`src/rtl/chip_invaders_pkg.sv`:
```
// rtl/chip_invaders_pkg.sv - shared screen/ship constants and shot FSM state type
package chip_invaders_pkg;

  localparam int SCREEN_W = 640;
  localparam int SCREEN_H = 480;
  localparam int SHIP_Y   = 440;
  localparam int SHIP_W   = 13;

  typedef enum logic [1:0] {
    ST_IDLE     = 2'd0,
    ST_FLYING   = 2'd1,
    ST_COOLDOWN = 2'd2
  } shot_state_t;

endpackage

```
`src/rtl/rise_edge.sv`:
```
// rtl/rise_edge.sv - single-cycle rising-edge detector on an already-synchronous level
module rise_edge (
  input  logic clk,
  input  logic rst_n,
  input  logic sig,
  output logic rise
);

  logic sig_q;

  always_ff @(posedge clk or negedge rst_n) begin
    if (!rst_n) begin
      sig_q <= 1'b0;
    end else begin
      sig_q <= sig;
    end
  end

  assign rise = sig & ~sig_q;

endmodule

```
`src/rtl/player_shot.sv`:
```
// rtl/player_shot.sv - player laser: launch on fire, per-frame climb, retire on hit/top, cooldown
module player_shot
  import chip_invaders_pkg::*;
#(
  parameter int SHOT_H          = 4,
  parameter int SHOT_SPEED      = 8,
  parameter int TOP_LIMIT       = 16,
  parameter int COOLDOWN_FRAMES = 8
) (
  input  logic       clk,
  input  logic       rst_n,
  input  logic       v_sync,
  input  logic       fire,
  input  logic       hit,
  input  logic [9:0] ship_x_pos,
  input  logic [9:0] pix_x,
  input  logic [9:0] pix_y,
  output logic       shot_on,
  output logic       shot_active,
  output logic [9:0] shot_x,
  output logic [9:0] shot_y,
  output logic       shot_fired
);

  localparam logic [9:0] LAUNCH_Y = 10'(SHIP_Y - SHOT_H);
  localparam logic [9:0] RETIRE_Y = 10'(TOP_LIMIT + SHOT_SPEED);
  localparam logic [9:0] SPAWN_DX = 10'(SHIP_W / 2);
  localparam logic [9:0] STEP_Y   = 10'(SHOT_SPEED);
  localparam logic [7:0] CD_INIT  = 8'(COOLDOWN_FRAMES - 1);

  logic tick, fire_rise;

  rise_edge u_vsync_edge (.clk(clk), .rst_n(rst_n), .sig(v_sync), .rise(tick));
  rise_edge u_fire_edge  (.clk(clk), .rst_n(rst_n), .sig(fire),   .rise(fire_rise));

  shot_state_t state_q, state_d;
  logic [9:0]  x_q, x_d, y_q, y_d;
  logic [7:0]  cd_q, cd_d;
  logic        fire_req_q, fire_req_d;
  logic        hit_lat_q, hit_lat_d;
  logic        fired_q, fired_d;

  always_ff @(posedge clk or negedge rst_n) begin
    if (!rst_n) begin
      state_q    <= ST_IDLE;
      x_q        <= '0;
      y_q        <= '0;
      cd_q       <= '0;
      fire_req_q <= 1'b0;
      hit_lat_q  <= 1'b0;
      fired_q    <= 1'b0;
    end else begin
      state_q    <= state_d;
      x_q        <= x_d;
      y_q        <= y_d;
      cd_q       <= cd_d;
      fire_req_q <= fire_req_d;
      hit_lat_q  <= hit_lat_d;
      fired_q    <= fired_d;
    end
  end

  always_comb begin
    state_d   = state_q;
    x_d       = x_q;
    y_d       = y_q;
    cd_d      = cd_q;
    fired_d   = 1'b0;
    hit_lat_d = hit_lat_q;
    // Presses outside IDLE are dropped; a latched press lives only until the next tick.
    fire_req_d = tick ? 1'b0 : (fire_req_q | (fire_rise & (state_q == ST_IDLE)));

    unique case (state_q)
      ST_IDLE: begin
        if (tick && (fire_req_q || fire_rise)) begin
          state_d = ST_FLYING;
          x_d     = ship_x_pos + SPAWN_DX;
          y_d     = LAUNCH_Y;
          fired_d = 1'b1;
        end
      end
      ST_FLYING: begin
        if (hit) hit_lat_d = 1'b1;
        if (tick) begin
          if (hit_lat_q || hit || (y_q < RETIRE_Y)) begin
            state_d = ST_COOLDOWN;
            cd_d    = CD_INIT;
          end else begin
            y_d = y_q - STEP_Y;
          end
        end
      end
      ST_COOLDOWN: begin
        if (tick) begin
          if (cd_q == 8'd0) state_d = ST_IDLE;
          else              cd_d    = cd_q - 8'd1;
        end
      end
      default: state_d = ST_IDLE;
    endcase

    if (tick || (state_d != ST_FLYING)) hit_lat_d = 1'b0;
  end

  assign shot_active = (state_q == ST_FLYING);
  assign shot_x      = x_q;
  assign shot_y      = y_q;
  assign shot_fired  = fired_q;
  assign shot_on     = shot_active && (pix_x == x_q) && (pix_y >= y_q) &&
                       ({1'b0, pix_y} < ({1'b0, y_q} + 11'(SHOT_H)));

endmodule
```
`config.mk`:
```
export PLATFORM = sky130hd
export DESIGN_NAME = player_shot
export DESIGN_NICKNAME = d
export VERILOG_FILES = /design/src/rtl/chip_invaders_pkg.sv /design/src/rtl/rise_edge.sv /design/src/rtl/player_shot.sv
export SDC_FILE = /design/constraint.sdc
export NUM_CORES = 1
export LEC_CHECK = 0
export BUFFER_PORTS_ARGS = -buffer_cell sky130_fd_sc_hd__buf_2
export CAP_MARGIN = 30
export CORE_ASPECT_RATIO = 0.5
export CORE_UTILIZATION = 48
export CTS_CLUSTER_DIAMETER = 50
export DETAILED_ROUTE_END_ITERATION = 7
export PLACE_DENSITY = 0.72
export SYNTH_ARGS = -nofsm -noshare
export SYNTH_HDL_FRONTEND = slang
export SYNTH_SLANG_ARGS = --single-unit
```
`constraint.sdc`:
```
create_clock -name clk -period 2.16 [get_ports clk]
set_clock_uncertainty 0.05 [all_clocks]
set_input_delay 0.216 -clock clk [delete_from_list [all_inputs] [get_ports clk]]
set_output_delay 0.216 -clock clk [all_outputs]
set_load 0.01 [all_outputs]
```
# Word-level counts from Yosys, hierarchy flattened
# Index checks and enable logic that the tools add are counted.
[totals] elab_cells=71 output_inout_bits=23 reg_bits=35
[classes] n_eq_ne=10 n_bitwise=6 n_lt_le_gt_ge=3 n_addsub=4 reduce_logical=18 mux=21
[ops] operator="8-bit 2-to-1 mux" count=4
[ops] operator="10-bit 2-to-1 mux" count=3
[ops] operator="10-bit case mux with 2 select lines" count=1
[ops] operator="8-bit case mux with 2 select lines" count=1
[ops] operator="10-bit by 3-bit adder with 11-bit output, second input constant" count=1
[ops] operator="10-bit by 11-bit less-than comparator with 1-bit output" count=1
[ops] operator="10-bit by 3-bit adder with 10-bit output, second input constant" count=1
[ops] operator="10-bit equality test" count=1
[ops] operator="10-bit >= comparator" count=1
[ops] operator="10-bit by 5-bit less-than comparator with 1-bit output, second input constant" count=1
[ops] operator="2-bit 2-to-1 mux" count=5
[ops] operator="10-bit by 4-bit subtractor with 10-bit output, second input constant" count=1
[ops] operator="8-bit zero test" count=1
[ops] operator="2-bit by 1-bit != test with 1-bit output, second input constant" count=4
[ops] operator="2-bit nonzero test" count=4
[ops] operator="8-bit by 1-bit subtractor with 8-bit output, second input constant" count=1
[ops] operator="1-bit 2-to-1 mux" count=6
[ops] operator="2-bit != test, second input constant" count=3
[ops] operator="2-bit case mux with 3 select lines" count=1
[ops] operator="5-bit AND reduction" count=1
[ops] operator="1-bit logical AND" count=4
[ops] operator="1-bit logical OR" count=4
[ops] operator="2-bit AND reduction" count=2
[ops] operator="4-bit AND reduction" count=1
[ops] operator="6 further kinds" count=9

# Longest topological paths before layout
# Gate-level depths: netlist (run 1).
[depth] word_depth=10 depth_mapped=9 mapped_depth_nobuf=9

# Cells and area by module
# A second synthesis (run 1) with hierarchy kept.
[unflattened] cells_unflattened=231 area_unflattened_um2=2250.9
[by_module_without_submodules] module="player_shot" cells_per_inst=227 area_per_inst_um2=2173.3 instances=1
[by_module_without_submodules] module="rise_edge" cells_per_inst=2 area_per_inst_um2=38.8 instances=2

# Worst setup path after synthesis (run 1)
# Ideal clock, no wire load.
[synth_timing] kind="register to output" startpoint="register y_q[3], in the netlist shot_y[3]" endpoint="output port shot_on" stages_incl_launch_ff=9 path_slack_ns=-0.222 arrival_ns=2.116 cell_sequence="dfrtp_1 ha_1 nand4_1 xnor2_1 ha_1 a21o_1 a211oi_1 o211ai_1 a221oi_1"
[synth_between] elab_chain_len=3
[synth_rtl] item="from (decl)" line_no="player_shot.sv:37" text="logic [9:0] x_q, x_d, y_q, y_d;"
[synth_rtl] item="from (signal assigned)" line_no="player_shot.sv:55" text="y_q <= y_d;"
[synth_rtl] item="10-bit by 3-bit adder with 11-bit output / 10-bit >= comparator (equally long branches)" line_no="player_shot.sv:110, player_shot.sv:109"
[synth_rtl] item="10-bit by 11-bit less-than comparator with 1-bit output / 1-bit logical AND (equally long branches)" line_no="player_shot.sv:110, player_shot.sv:109"
[synth_rtl] item="1-bit logical AND (*)" line_no="player_shot.sv:109" text="assign shot_on = shot_active && (pix_x == x_q) && (pix_y >= y_q) &&"
[synth_rtl] item="to (decl)" line_no="player_shot.sv:18" text="output logic shot_on,"
# Mark *: on every way between the ends. The rest lies on a longest branch, timed or not.

# Final worst setup path (run 1)
# Ends and elaborated chain as after synthesis.

==> results of run 1 <==
-- area by class of cell --
class                      instances  area, um^2  share of cell area
clock buffer                       8        80.1              0.0279
multi-input combinational        184        1400               0.488
sequential                        33         830               0.289
inverter                          17        63.8              0.0222
timing repair buffer              72         413               0.144
tap                               66        82.6              0.0288
-- flip-flops by register name, summed over array words and instances, names as in the netlist --
signal / cells
u_vsync_edge.sig_q: 1
u_fire_edge.sig_q: 1
fire_req_q: 1
shot_y: 8
shot_fired: 1
hit_lat_q: 1
cd_q: 8
shot_x: 10
state_q: 2
-- worst paths after layout --
kind	startpoint	end	cells past startpoint
worst max register to register	shot_y[6]	cd_q[5]	5
max in group asynchronous	rst_n	shot_y[2]	2
worst max-delay path	shot_y[3]	shot_on	9
min in group asynchronous	rst_n	shot_y[7]	2
worst min register to register	fire_req_q	fire_req_q	2
worst min-delay path	v_sync	u_vsync_edge.sig_q	1
-- cell usage after synthesis, drive strengths merged, types with 2 or more instances --
cell,n
a21o,3
nor2b,3
nand2b,4
nor2,10
o21bai,2
o32ai,2
o21ai,22
nor4,3
a2111oi,2
dfrtp,33
a21oi,6
ha,22
mux2i,4
buf,5
o211ai,5
xor2,18
clkbuf,2
inv,17
or4,3
xnor2,8
nor3,6
nand3,6
nand2,22
o21a,5
o2111ai,5
and3,3
nand4,2
-- metal layers --
layer	vias up	wire (um)	GRT usage
met5	-	0	0
met4	0	42	0.0515
met3	4	147	0.0418
met2	32	2440	0.373
met1	922	2320	0.266
li1	1007	-	-
-- cell families (layout without fill, tap and decap cells) --
logic type               Yosys count  in the layout  share of synthesized area
buffers and inverters             24             97                     0.0472
other                              1              2                    0.00164
AO/OA/AOI/OAI                     61             61                      0.187
AND/OR/NAND/NOR                   68             68                      0.160
adder cells (fa/ha/maj)           22             22                      0.121
XOR/XNOR                          26             26                     0.0998
multiplexers                       5              5                     0.0225
flip-flops                        33             33                      0.362
-- layout by cell type, fill, tap and decap left out, types with 6 or more instances in the layout --
cell type,n
buf_2,53
dfrtp_1,30
nand2_1,22
ha_1,20
xor2_1,18
inv_1,17
buf_4,17
o21ai_0,12
nor2_1,10
o21ai_1,9
xnor2_1,8
a21oi_1,6
-- per-stage QoR --
stage / TNS, ns / worst slack (ns) / instance area (um^2) / hold slack, ns / util
3_5_place_dp: -0.177 / -0.177 / 2740 / 0.267 / 0.611
2_1_floorplan: -0.0695 / -0.0695 / 2320 / -0.130 / -
3_3_place_gp: -0.131 / -0.131 / 2740 / 0.260 / 0.611
5_1_grt: -0.489 / -0.489 / 2870 / 0.0295 / 0.640
6_report: -0.413 / -0.413 / 2870 / 0.0355 / 0.640
4_1_cts: -0.429 / -0.429 / 2870 / 0.0254 / 0.639
-- power by group through the flow --
stage               clock network [uW]  logic, uW  registers, uW
detailed placement                   0       1220           1020
finish                             433       1230           1000
CTS                                449       1240           1000
global route                       473       1380           1030
global placement                     0       1180           1010
floorplan                            0        736           1070
-- what timing repair did --
action | in CTS | in global routing
hold endpoints to repair | 34 | 0
pin swaps | 4 | 1
gates resized for setup | 2 | 1
buffers inserted | 2 | 0
hold buffers | 2 | 0
endpoints found under the setup margin | 1 | 1
==> flow_summary.yaml, run 1 <==
run_status:
  status: "finished with violations"
  violations: "negative setup slack"
floorplan:
  initial_core_util: 0.508
  ioPinCount: 58
  die_y_um: 50.7
  die_x_um: 99.5
  die-area_um2: 5050
  design.core.area_um2: 4490
  rows: 17
clock_tree:
  clock_path_buffers: 2
  cts_buffers: 5
  clkTransAtPathRegs_ns: 0.06
  cts.htree.levels: 2
  insertion_delay_ns: 0.28
  cts.sinks: 33
  cts_root_buf: "clkbuf_8"
  cts_tree: "done"
power:
  switchingPower_uw: 1060
  power_frac_seq: 0.376
  p_total_uw: 2670
  p_per_area_nw_per_um2: 929
  pwr-share-clk: 0.163
  ir_drop_mv: 0.458
  p_int_uw: 1610
  p_sw_frac: 0.396
  power.leakage_uw: 0.00140
  p_comb_frac: 0.462
place:
  portBuffers: 53
  dp.cells: 368
  place_hpwl_um: 3930
  gp_congestion: 0.796
global_route:
  grt_start_max_net_pins: 34
  grt_pass1_wl_um: 8110
  grt_overflow: 0
  grt_pass1_vias: 1821
  antenna_found_initial: 0
  track_usage: 0.210
setup_path:
  end_kind: "primary output"
  cp_slowest_cell: "dfrtp_2"
  crit_type: "register to primary output"
  critPathMaxStageDelay_ns: 0.41
  arrival_ns: 2.31
  critPathMaxFanout: 3
  cp_top_family: "compound AO/OA/AOI/OAI gates"
  crit_buf_inv: 1
  reg2reg_slack_ns: 0.11
  worstPathCellList: "ha_4 -> and3_4 -> nand3_2 -> xnor2_1 -> ha_1 -> a211oi_2 -> o211ai_1 -> a221oi_2 -> buf_2"
  setup.worst_path.start_class: "register"
  worstPathRequired_ns: 1.89
min_path:
  min_path_type: "input pin to register"
finish:
  nNetsFinal: 370
  instances_no_fill: 380
  n_fill_cell: 375
  antenna_cells: 0
  drive_gt1_frac: 0.299
  syn_to_final_growth_pct: 25.9
sta:
  setup_viol: 1
  fin_crit_ns: 2.57
  fmax_mhz: 389
  period_share: 1.19
  relSlewSlack: 0.503
  rsz0062_at_grt: "true"
  setup_slack_ns: -0.413
  drv_slew: 0
  hold_viol: 0
  worstMarginPinSlew_ns: 0.745
drt:
  wire_per_inst_um: 13.0
  first_pass_iters: 4
  vias: 1965
  drt-vias-per-instance: 5.17
  drcViolationCount: 0
  first_iter_violations: 60
  wl_um: 4950
  ant_nets: 0
synth:
  avgSynthCellArea_um2: 9.50
  yosysSeqAreaShare: 0.362
  syn_inst: 240
  syn_area_um2: 2280
  ys_ff_latch: 33
  ys_types: 49
  async_flop_share: 1.00
  yosys.area.top_type: "dfrtp_1"
  yosys-top-cells-area: "dfrtp_1 36%, ha_1 12%, xor2_1 6.9%"
  synth-edff-count: 0
  synth.top_cell.area_share: 0.362
  yosys_warnings: 0
  synthFlopType: "dfrtp_1"
flow_run:
  maxCapViolCount: 0
Power figures use the tool's default switching activity.
==> run 2: changes to the inputs <==
--- a/config.mk
+++ b/config.mk
@@ -8,10 +8,10 @@
 export BUFFER_PORTS_ARGS = -buffer_cell sky130_fd_sc_hd__buf_2
 export CAP_MARGIN = 30
 export CORE_ASPECT_RATIO = 0.5
-export CORE_UTILIZATION = 48
+export CORE_UTILIZATION = 40
 export CTS_CLUSTER_DIAMETER = 50
 export DETAILED_ROUTE_END_ITERATION = 7
-export PLACE_DENSITY = 0.72
+export PLACE_DENSITY = 0.59
 export SYNTH_ARGS = -nofsm -noshare
 export SYNTH_HDL_FRONTEND = slang
 export SYNTH_SLANG_ARGS = --single-unit
==> constraint.sdc (replaced) <==
create_clock -name clk -period 2.9 [get_ports clk]
set_clock_uncertainty 0.05 [all_clocks]
set_input_delay 0.29 -clock clk [delete_from_list [all_inputs] [get_ports clk]]
set_output_delay 0.29 -clock clk [all_outputs]
set_load 0.01 [all_outputs]
==> flow_summary.yaml, run 2 (synthesis results as in run 1) <==
run_status:
  status: "completed"
sta:
  fin_crit_ns: 2.73
  relSlewSlack: 0.516
  worstMarginPinSlew_ns: 0.726
  setup_viol: 0
  fmax_mhz: 366
  drv_slew: 0
  setup_slack_ns: 0.169
  hold_viol: 0
  period_share: 0.942
  finalSetupTns_ns: 0
floorplan:
  die_x_um: 109
  die_y_um: 55.4
  rows: 18
  design.core.area_um2: 5200
  initial_core_util: 0.438
  ioPinCount: 58
  die-area_um2: 6030
finish:
  multi_input_area_um2: 1360
  instances_no_fill: 369
  register_area_um2: 830
  drive_gt1_frac: 0.261
  final_common_cell: "buf_2"
  nNetsFinal: 356
  mostFrequentLayoutCells: "53 x buf_2, 30 x dfrtp_1, 22 x nand2_1, 22 x ha_1, 18 x xor2_1"
  fin_area_um2: 2790
  n_fill_cell: 494
  largest_register_ffs: 10
  syn_to_final_growth_pct: 22.3
  antenna_cells: 0
clock_tree:
  cts_tree: "done"
  cts_root_buf: "clkbuf_16"
  insertion_delay_ns: 0.27
  clock_path_buffers: 2
  cts_buffers: 5
  clkTransAtPathRegs_ns: 0.05
  cts.htree.levels: 2
  ctsHoldBuffers: 0
  cts.sinks: 33
global_route:
  grt_pass1_wl_um: 8300
  antenna_found_initial: 0
  grt_start_max_net_pins: 34
  grt_overflow: 0
  track_usage: 0.178
  grt_pass1_vias: 1871
setup_path:
  crit_type: "register to primary output"
  arrival_ns: 2.39
  worstPathRequired_ns: 2.56
  end_kind: "primary output"
  critPathMaxFanout: 7
  setup.worst_path.start_class: "register"
min_path:
  min_path_type: "input pin to asynchronous set/reset pin"
flow_run:
  maxCapViolCount: 0
place:
  place_hpwl_um: 3970
  post_dp_cell_area_um2: 2610
  dp.cells: 359
  dpl_worst_slack_ns: 0.230
  gp_congestion: 0.861
  portBuffers: 53
drt:
  first_pass_iters: 5
  vias: 1929
  ant_nets: 0
  wire_per_inst_um: 13.6
  first_iter_violations: 45
  drcViolationCount: 0
  drt-vias-per-instance: 5.23
  wl_um: 5020
power:
  power.leakage_uw: 0.00136
  ir_drop_mv: 0.366
  p_total_uw: 2130
  p_per_area_nw_per_um2: 762
run 2: worst paths after layout:
kind	slack (ns)	from	end	cells after the start
hold / removal	0.02	rst_n	cd_q[3]	1
setup / recovery	0.17	shot_y[3]	shot_on	9
hold reg to reg	0.48	shot_x[8]	shot_x[8]	2
setup reg to reg	0.81	shot_y[6]	cd_q[5]	4
max in group asynchronous	2.26	rst_n	shot_y[2]	1
min in group clk	0.08	fire	u_fire_edge.sig_q	1
run 2: area by class of cell:
cell class | count | share of cell area
clock buffers | 7 | 0.0511
inverters | 17 | 0.0229
multi-input cells | 184 | 0.489
flip-flops and latches | 33 | 0.297
well taps | 70 | 0.0314
repair buffers | 58 | 0.109
run 2: per-stage QoR:
stage           util  hold slack (ns)
2_1_floorplan      -          -0.0556
5_1_grt        0.536           0.0783
3_3_place_gp   0.501            0.350
3_5_place_dp   0.501            0.350
6_report       0.536           0.0235
4_1_cts        0.529           0.0624
run 2: what timing repair did:
action / 4_1_cts / 5_1_grt
setup buffers: 0 / 3
setup endpoints to repair: 1 / 1
gates resized for setup: 2 / 3
run 2: metal layers:
metal / wire length, um / vias up / GRT usage
met4: 51 / 0 / 0.0598
li1: - / 979 / -
met1: 2430 / 922 / 0.226
met5: 0 / - / 0
met2: 2390 / 23 / 0.294
met3: 151 / 5 / 0.0437
run 2: critical path, cell delays in order, from the launching register on:
cell and delay (ns):
dfrtp_2 0.44, ha_1 0.23, nand4_1 0.13, xnor2_1 0.13, ha_1 0.26, a21o_1 0.20, a211oi_2 0.22, o211ai_1 0.12
a221oi_2 0.22, buf_2 0.16
run 2: where the power goes:
group / switching [uW] / internal, uW / total [uW]
combinational: 468 / 384 / 852
sequential: 148 / 612 / 760
clock: 178 / 336 / 514
total: 794 / 1330 / 2130
